File: config.mk
export PLATFORM = sky130hd
export DESIGN_NAME = retire_trace_fifo_flat
export DESIGN_NICKNAME = d
export VERILOG_FILES = /design/src/rtl/retire_trace_fifo_if.sv /design/src/rtl/retire_trace_fifo.sv /design/src/flat_wrapper.sv
export SDC_FILE = /design/constraint.sdc
export NUM_CORES = 1
export LEC_CHECK = 0
export ABC_AREA = 0
export ABC_CLOCK_PERIOD_IN_PS = 15200
export BUFFER_PORTS_ARGS = -buffer_cell sky130_fd_sc_hd__buf_2
export CAP_MARGIN = 0
export CORE_ASPECT_RATIO = 1.75
export CORE_MARGIN = 2
export CORE_UTILIZATION = 40
export DETAILED_ROUTE_END_ITERATION = 8
export GPL_ROUTABILITY_DRIVEN = 0
export SLEW_MARGIN = 20
export SYNTH_ARGS = -nofsm -noshare
export SYNTH_HDL_FRONTEND = slang
export SYNTH_SLANG_ARGS = --single-unit
export TNS_END_PERCENT = 30
File: constraint.sdc
create_clock -name clk -period 15.2 [get_ports clk]
set_clock_uncertainty 0.05 [all_clocks]
set_input_delay 4.56 -clock clk [delete_from_list [all_inputs] [get_ports clk]]
set_output_delay 4.56 -clock clk [all_outputs]
set_load 0.05 [all_outputs]
File: src/rtl/retire_trace_fifo_if.sv
// Record stream between the core retirement port, the trace FIFO and the trace consumers.
// TRACE_TIMESTAMP_EN adds a per-record cycle timestamp field (ts).
interface retire_trace_fifo_if #(
    parameter int XLEN = 32
);
    logic            valid;
    logic            ready;
    logic [XLEN-1:0] pc;
    logic            rf_we;
    logic [4:0]      rd;
    logic [XLEN-1:0] rd_data;
    logic            dm_we;
    logic [XLEN-1:0] dm_addr;
    logic [XLEN-1:0] dm_data;
    logic [3:0]      dm_be;
`ifdef TRACE_TIMESTAMP_EN
    logic [XLEN-1:0] ts;
`endif

    modport master (
`ifdef TRACE_TIMESTAMP_EN
        output ts,
`endif
        output valid, pc, rf_we, rd, rd_data, dm_we, dm_addr, dm_data, dm_be,
        input  ready
    );

    modport slave (
`ifdef TRACE_TIMESTAMP_EN
        input  ts,
`endif
        input  valid, pc, rf_we, rd, rd_data, dm_we, dm_addr, dm_data, dm_be,
        output ready
    );
endinterface

File: src/rtl/retire_trace_fifo.sv
// In-order buffer of retirement records with overflow accounting (sticky flag + saturating drop count).
// Optional feature macro: TRACE_TIMESTAMP_EN (per-record push-cycle timestamp on trc.ts).
module retire_trace_fifo #(
    parameter int DEPTH = 8,
    parameter int XLEN  = 32,
    parameter int CNT_W = 16
) (
    input  logic                   clk,
    input  logic                   rst_n,
    retire_trace_fifo_if.slave     ret,
    retire_trace_fifo_if.master    trc,
    output logic [$clog2(DEPTH):0] trc_count,
    output logic                   ovf_sticky,
    output logic [CNT_W-1:0]       drop_cnt,
    input  logic                   ovf_clr
);
    localparam int AW = $clog2(DEPTH);
    localparam logic [CNT_W-1:0] CNT_MAX = '1;

    typedef struct packed {
`ifdef TRACE_TIMESTAMP_EN
        logic [XLEN-1:0] ts;
`endif
        logic [XLEN-1:0] pc;
        logic            rf_we;
        logic [4:0]      rd;
        logic [XLEN-1:0] rd_data;
        logic            dm_we;
        logic [XLEN-1:0] dm_addr;
        logic [XLEN-1:0] dm_data;
        logic [3:0]      dm_be;
    } rec_t;

    rec_t mem [DEPTH];
    rec_t wr_rec;
    rec_t head_rec;

    logic [AW-1:0] wr_ptr_reg, wr_ptr_next;
    logic [AW-1:0] rd_ptr_reg, rd_ptr_next;
    logic [AW:0]   count_reg,  count_next;
    logic          sticky_reg;
    logic [CNT_W-1:0] drop_cnt_reg;

    logic full, empty, push, pop, drop;

    assign full  = (count_reg == (AW+1)'(DEPTH));
    assign empty = (count_reg == '0);
    assign pop   = !empty && trc.ready;
    // A full FIFO still accepts a record when the head leaves in the same cycle.
    assign push  = ret.valid && (!full || pop);
    assign drop  = ret.valid && full && !pop;
    assign ret.ready = !full || pop;

`ifdef TRACE_TIMESTAMP_EN
    logic [XLEN-1:0] ts_reg;

    always_ff @(posedge clk or negedge rst_n) begin
        if (!rst_n) begin
            ts_reg <= '0;
        end else begin
            ts_reg <= ts_reg + 1'b1;
        end
    end

    assign wr_rec.ts = ts_reg;
`endif

    assign wr_rec.pc      = ret.pc;
    assign wr_rec.rf_we   = ret.rf_we;
    assign wr_rec.rd      = ret.rd;
    assign wr_rec.rd_data = ret.rd_data;
    assign wr_rec.dm_we   = ret.dm_we;
    assign wr_rec.dm_addr = ret.dm_addr;
    assign wr_rec.dm_data = ret.dm_data;
    assign wr_rec.dm_be   = ret.dm_be;

    // Storage is deliberately left out of reset; emptiness gates what is visible.
    always_ff @(posedge clk) begin
        if (push) begin
            mem[wr_ptr_reg] <= wr_rec;
        end
    end

    always_comb begin
        wr_ptr_next = wr_ptr_reg;
        rd_ptr_next = rd_ptr_reg;
        count_next  = count_reg;
        if (push) begin
            wr_ptr_next = wr_ptr_reg + 1'b1;
        end
        if (pop) begin
            rd_ptr_next = rd_ptr_reg + 1'b1;
        end
        unique case ({push, pop})
            2'b10:   count_next = count_reg + 1'b1;
            2'b01:   count_next = count_reg - 1'b1;
            default: count_next = count_reg;
        endcase
    end

    always_ff @(posedge clk or negedge rst_n) begin
        if (!rst_n) begin
            wr_ptr_reg <= '0;
            rd_ptr_reg <= '0;
            count_reg  <= '0;
        end else begin
            wr_ptr_reg <= wr_ptr_next;
            rd_ptr_reg <= rd_ptr_next;
            count_reg  <= count_next;
        end
    end

    // A drop coinciding with a clear restarts the count at one rather than zero.
    always_ff @(posedge clk or negedge rst_n) begin
        if (!rst_n) begin
            sticky_reg   <= 1'b0;
            drop_cnt_reg <= '0;
        end else if (drop) begin
            sticky_reg <= 1'b1;
            if (ovf_clr) begin
                drop_cnt_reg <= CNT_W'(1);
            end else if (drop_cnt_reg != CNT_MAX) begin
                drop_cnt_reg <= drop_cnt_reg + 1'b1;
            end
        end else if (ovf_clr) begin
            sticky_reg   <= 1'b0;
            drop_cnt_reg <= '0;
        end
    end

    assign head_rec = empty ? '0 : mem[rd_ptr_reg];

    assign trc.valid   = !empty;
    assign trc.pc      = head_rec.pc;
    assign trc.rf_we   = head_rec.rf_we;
    assign trc.rd      = head_rec.rd;
    assign trc.rd_data = head_rec.rd_data;
    assign trc.dm_we   = head_rec.dm_we;
    assign trc.dm_addr = head_rec.dm_addr;
    assign trc.dm_data = head_rec.dm_data;
    assign trc.dm_be   = head_rec.dm_be;
`ifdef TRACE_TIMESTAMP_EN
    assign trc.ts      = head_rec.ts;
`endif

    assign trc_count  = count_reg;
    assign ovf_sticky = sticky_reg;
    assign drop_cnt   = drop_cnt_reg;
endmodule

File: src/flat_wrapper.sv
// flat-port wrapper written by rule: the top's interface ports become plain ports
module retire_trace_fifo_flat 
#(
    parameter int DEPTH = 8,
    parameter int XLEN  = 32,
    parameter int CNT_W = 16
)
  (clk, rst_n, trc_count, ovf_sticky, drop_cnt, ovf_clr, ret_valid, ret_pc, ret_rf_we, ret_rd, ret_rd_data, ret_dm_we, ret_dm_addr, ret_dm_data, ret_dm_be, ret_ready, trc_valid, trc_pc, trc_rf_we, trc_rd, trc_rd_data, trc_dm_we, trc_dm_addr, trc_dm_data, trc_dm_be, trc_ready);
  retire_trace_fifo_if #(.XLEN(XLEN)) ret_i ();
  retire_trace_fifo_if #(.XLEN(XLEN)) trc_i ();
  input  logic clk;
  input  logic rst_n;
  output logic [$clog2(DEPTH):0] trc_count;
  output logic ovf_sticky;
  output logic [CNT_W-1:0] drop_cnt;
  input  logic ovf_clr;
  input wire logic [$bits(ret_i.valid)-1:0] ret_valid;
  input wire logic [$bits(ret_i.pc)-1:0] ret_pc;
  input wire logic [$bits(ret_i.rf_we)-1:0] ret_rf_we;
  input wire logic [$bits(ret_i.rd)-1:0] ret_rd;
  input wire logic [$bits(ret_i.rd_data)-1:0] ret_rd_data;
  input wire logic [$bits(ret_i.dm_we)-1:0] ret_dm_we;
  input wire logic [$bits(ret_i.dm_addr)-1:0] ret_dm_addr;
  input wire logic [$bits(ret_i.dm_data)-1:0] ret_dm_data;
  input wire logic [$bits(ret_i.dm_be)-1:0] ret_dm_be;
  output wire logic [$bits(ret_i.ready)-1:0] ret_ready;
  output wire logic [$bits(trc_i.valid)-1:0] trc_valid;
  output wire logic [$bits(trc_i.pc)-1:0] trc_pc;
  output wire logic [$bits(trc_i.rf_we)-1:0] trc_rf_we;
  output wire logic [$bits(trc_i.rd)-1:0] trc_rd;
  output wire logic [$bits(trc_i.rd_data)-1:0] trc_rd_data;
  output wire logic [$bits(trc_i.dm_we)-1:0] trc_dm_we;
  output wire logic [$bits(trc_i.dm_addr)-1:0] trc_dm_addr;
  output wire logic [$bits(trc_i.dm_data)-1:0] trc_dm_data;
  output wire logic [$bits(trc_i.dm_be)-1:0] trc_dm_be;
  input wire logic [$bits(trc_i.ready)-1:0] trc_ready;
  assign ret_i.valid = ret_valid;
  assign ret_i.pc = ret_pc;
  assign ret_i.rf_we = ret_rf_we;
  assign ret_i.rd = ret_rd;
  assign ret_i.rd_data = ret_rd_data;
  assign ret_i.dm_we = ret_dm_we;
  assign ret_i.dm_addr = ret_dm_addr;
  assign ret_i.dm_data = ret_dm_data;
  assign ret_i.dm_be = ret_dm_be;
  assign ret_ready = ret_i.ready;
  assign trc_valid = trc_i.valid;
  assign trc_pc = trc_i.pc;
  assign trc_rf_we = trc_i.rf_we;
  assign trc_rd = trc_i.rd;
  assign trc_rd_data = trc_i.rd_data;
  assign trc_dm_we = trc_i.dm_we;
  assign trc_dm_addr = trc_i.dm_addr;
  assign trc_dm_data = trc_i.dm_data;
  assign trc_dm_be = trc_i.dm_be;
  assign trc_i.ready = trc_ready;
  retire_trace_fifo #(.DEPTH(DEPTH), .XLEN(XLEN), .CNT_W(CNT_W)) u_core (.clk(clk), .rst_n(rst_n), .ret(ret_i), .trc(trc_i), .trc_count(trc_count), .ovf_sticky(ovf_sticky), .drop_cnt(drop_cnt), .ovf_clr(ovf_clr));
endmodule
==> results.txt <==
----------------------------------------------------
[Run status]
  Outcome ... finished clean

[Die]
  Number of rows in the core area ... 160
  Die Outline Area ... 0.1117 mm²
  Boundary pin count ... 306
  Die span in y ... 440.5 µm
  Initial core utilization ... 0.4022
  Floorplan core area ... 0.1083 mm²
  Horizontal die dimension ... 253.4 µm

[Synthesis]
  Number of flops mapped to enable cells by yosys ... 1112
  Area share of the largest cell type after synthesis ... 0.7666
  Cell type with the highest aggregate area in the netlist ... sky130_fd_sc_hd__edfxtp_1
  Avg Inst Size Synth ... 22.59 µm²
  Proportion of register bits with asynchronous set or reset after synthesis ... 0.02371
  Number of storage elements in the synthesis netlist ... 1139
  Seq/Total Area, Yosys ... 0.7821
  Top cells by instance count after synthesis ... sky130_fd_sc_hd__edfxtp_1 (1112), sky130_fd_sc_hd__mux4_2 (278), sky130_fd_sc_hd__nor2_1 (152), sky130_fd_sc_hd__mux2i_1 (139), sky130_fd_sc_hd__buf_2 (47)
  Post-synth top flop ... sky130_fd_sc_hd__edfxtp_1
  Cell variety after synth ... 48
  Total standard cell area after synthesis ... 0.04356 mm²
  Most common cell in the netlist ... sky130_fd_sc_hd__edfxtp_1
  Synthesized net count ... 2076
  Dominant cells by area after synthesis ... sky130_fd_sc_hd__edfxtp_1 (77%), sky130_fd_sc_hd__mux4_2 (14%), sky130_fd_sc_hd__mux2i_1 (3.2%)
  Warnings, synthesis ... 0
  Post-Synthesis Cells ... 1928

[Placed design]
  Total placed cells including tap cells ... 3625
  Detailed-placement wirelength estimate ... 51.57 mm
  Pre-CTS WS ... 5.401 ns
  Number of input and output port buffers inserted ... 305

[Worst setup path]
  Critical path type ... input port to primary output
  Critical register-to-register path startpoint ... u_core.trc_count[3]
  Max Fanout on Critical Path ... 9
  Worst setup SP type ... input port
  Endpoint required time on the critical path ... 10.59 ns
  Worst Path Arrival ... 5.19 ns
  Critical register-to-register path endpoint ... u_core.mem[3][124]
  Type of element capturing the critical path ... primary output
  Worst reg2reg path depth ... 6
  Minimum setup slack among reg-to-reg paths ... 10.96 ns

[Global route]
  Antenna violations before repair ... 28
  Final global-route overflow total ... 0
  Pin count of the biggest net entering global routing ... 145
  GR Util All Layers ... 0.1727
  Vias in the first global route ... 21920
  Met3 Track Usage GR ... 0.03972
  Global Route met2 Usage ... 0.2985
  Most utilized layer in the global route result ... met2
  Met1 usage in global routing ... 0.2151
  Global-route wire length before repair ... 141.2 mm

[Pwr]
  Final Total Pwr ... 10.80 mW
  Ratio of total power to cell area ... 215.1 mW/mm²
  Total leakage power ... 16.66 nW
  Worst supply voltage drop on vdd ... 0.1795 mV

[Timing]
  Post-route minimum period ... 9.803 ns
  FMAX ... 0.1020 GHz
  Worst rel slew slack ... 0.1995
  Slack of the critical path ... 5.397 ns
  Final number of max-transition violations ... 0
  Final hold violation count ... 0
  Final setup violation count ... 0
  Final cycle utilization of the critical path ... 0.6449
  Worst-Margin Slew ... 1.201 ns
  Total negative slack ... 0 ns
  Setup repair after global routing missed its margin ... no

[CTS]
  Cells resized by post-CTS repair ... 0
  Clock transition time at the flip-flop clock pins of the worst setup and hold paths ... 0.06 ns
  Total clock buffers created by CTS ... 102
  Clock Root Buffer ... sky130_fd_sc_hd__clkbuf_16
  # hold bufs at CTS ... 0
  Post-CTS setup repair buffer count ... 0
  Largest buffer count on any clock path ... 3
  CTS HTree Levels ... 3
  Clock tree from TritonCTS ... built
  Total number of clock tree sinks ... 1139
  Clock insertion delay at the later pin of the skew report ... 0.70 ns

[Route]
  Count of TritonRoute iterations in the first routing pass ... 5
  Mean number of vias per cell ... 5.325
  Total routed wirelength ... 95.91 mm
  Routed wire per std cell ... 25.15 µm
  First DRT Iteration DRCs ... 1296
  Remaining number of nets flagged by the antenna check after routing ... 0
  Via Count ... 20310
  Residual DRC count ... 0

[Flow run]
  Max-capacitance violation count ... 0

[Layout]
  Count of nets after finishing ... 2419
  Count of non-filler cells in the finished layout ... 3814
  Share of final-layout standard cells stronger than drive strength 1 ... 0.3322
  Layout-stage area growth over the synthesis result ... 15.28%
  Flip-flop count of the largest register after layout ... 1112

[Worst hold path]
  Endpoint of the worst hold-timing path ... u_core.ovf_sticky
  HP Class ... flip-flop to flip-flop
  Startpoint of the most critical hold path ... u_core.ovf_sticky
  Min-Delay Path Depth ... 1

----------------------------------------------------
[critical path, stage by stage]
cell and delay [ns]:
sky130_fd_sc_hd__buf_2 0.15, sky130_fd_sc_hd__nor2b_1 0.17, sky130_fd_sc_hd__nand2_1 0.09, sky130_fd_sc_hd__buf_2 0.23
[logic make-up (layout without fill, tap and decap cells)]
logic type                 after synthesis  count (layout)  share of synthesized area
AOI/OAI and AO/OA                       43              43                   0.007010
xor gates and xnor gates                 7               7                   0.001408
adders and majority gates                4               4                   0.001149
buffers and inverters                  107             530                    0.01074
DFF                                   1139            1139                     0.7821
muxes                                  420             420                     0.1765
other                                    0               5                          0
and+or+nand+nor                        208             208                    0.02109
[cell usage in the layout (no fill, tap or decap), types with 9 or more instances in the layout]
master                      synthesis  final
sky130_fd_sc_hd__mux2i_1          139    139
sky130_fd_sc_hd__a21oi_1           10     10
sky130_fd_sc_hd__buf_2             47    305
sky130_fd_sc_hd__buf_4              2     32
sky130_fd_sc_hd__clkinv_1           0     20
sky130_fd_sc_hd__clkbuf_1          36     20
sky130_fd_sc_hd__clkinv_2           0     13
sky130_fd_sc_hd__nand3_1           10     10
sky130_fd_sc_hd__nand2_1            9      9
sky130_fd_sc_hd__dfrtp_1           27     24
sky130_fd_sc_hd__edfxtp_1        1112   1112
sky130_fd_sc_hd__mux4_2           278    278
sky130_fd_sc_hd__nor2_1           152    145
sky130_fd_sc_hd__bufinv_16          0     13
sky130_fd_sc_hd__clkbuf_16          0    103
[layout make-up]
cell class / count / area [µm²]
Fill cell: 8950 / 58090
Sequential cell: 1139 / 34080
Multi-Input combinational cell: 682 / 9090
Clock buffer: 123 / 2653
Timing Repair Buffer: 341 / 1838
Tap cell: 1458 / 1824
Clock inverter: 61 / 698.2
Inverter: 5 / 18.77
Antenna cell: 5 / 12.51
[report_power, final]
group | internal [mW] | switching [mW]
clock network | 1.47 | 1.13
registers | 3.93 | 0.201
logic | 1.30 | 2.77
total | 6.70 | 4.10
[worst max-delay path by stage]
stage / from / slack, ns / end
3_3_place_gp: trc_ready / 5.39 / ret_ready
3_5_place_dp: trc_ready / 5.40 / ret_ready
6_report: trc_ready / 5.40 / ret_ready
2_1_floorplan: trc_ready / -0.44 / u_core.mem[0][0]
5_1_grt: trc_ready / 5.36 / ret_ready
4_1_cts: trc_ready / 5.40 / ret_ready
[metal layers]
layer	routed length [µm]	vias up
li1	-	8743
met1	38170	10770
met2	49360	601
met3	6158	163
met4	2025	30
met5	190	-
[metrics by stage]
step,util,instance area (µm²),hold WS (ns)
6_report,0.4636,50210,0.4259
3_5_place_dp,0.4325,46850,0.4141
2_1_floorplan,-,43560,0.4305
4_1_cts,0.4635,50200,0.4286
3_3_place_gp,0.4325,46850,0.4122
5_1_grt,0.4636,50210,0.4677
(Power assumes the default switching activity.)
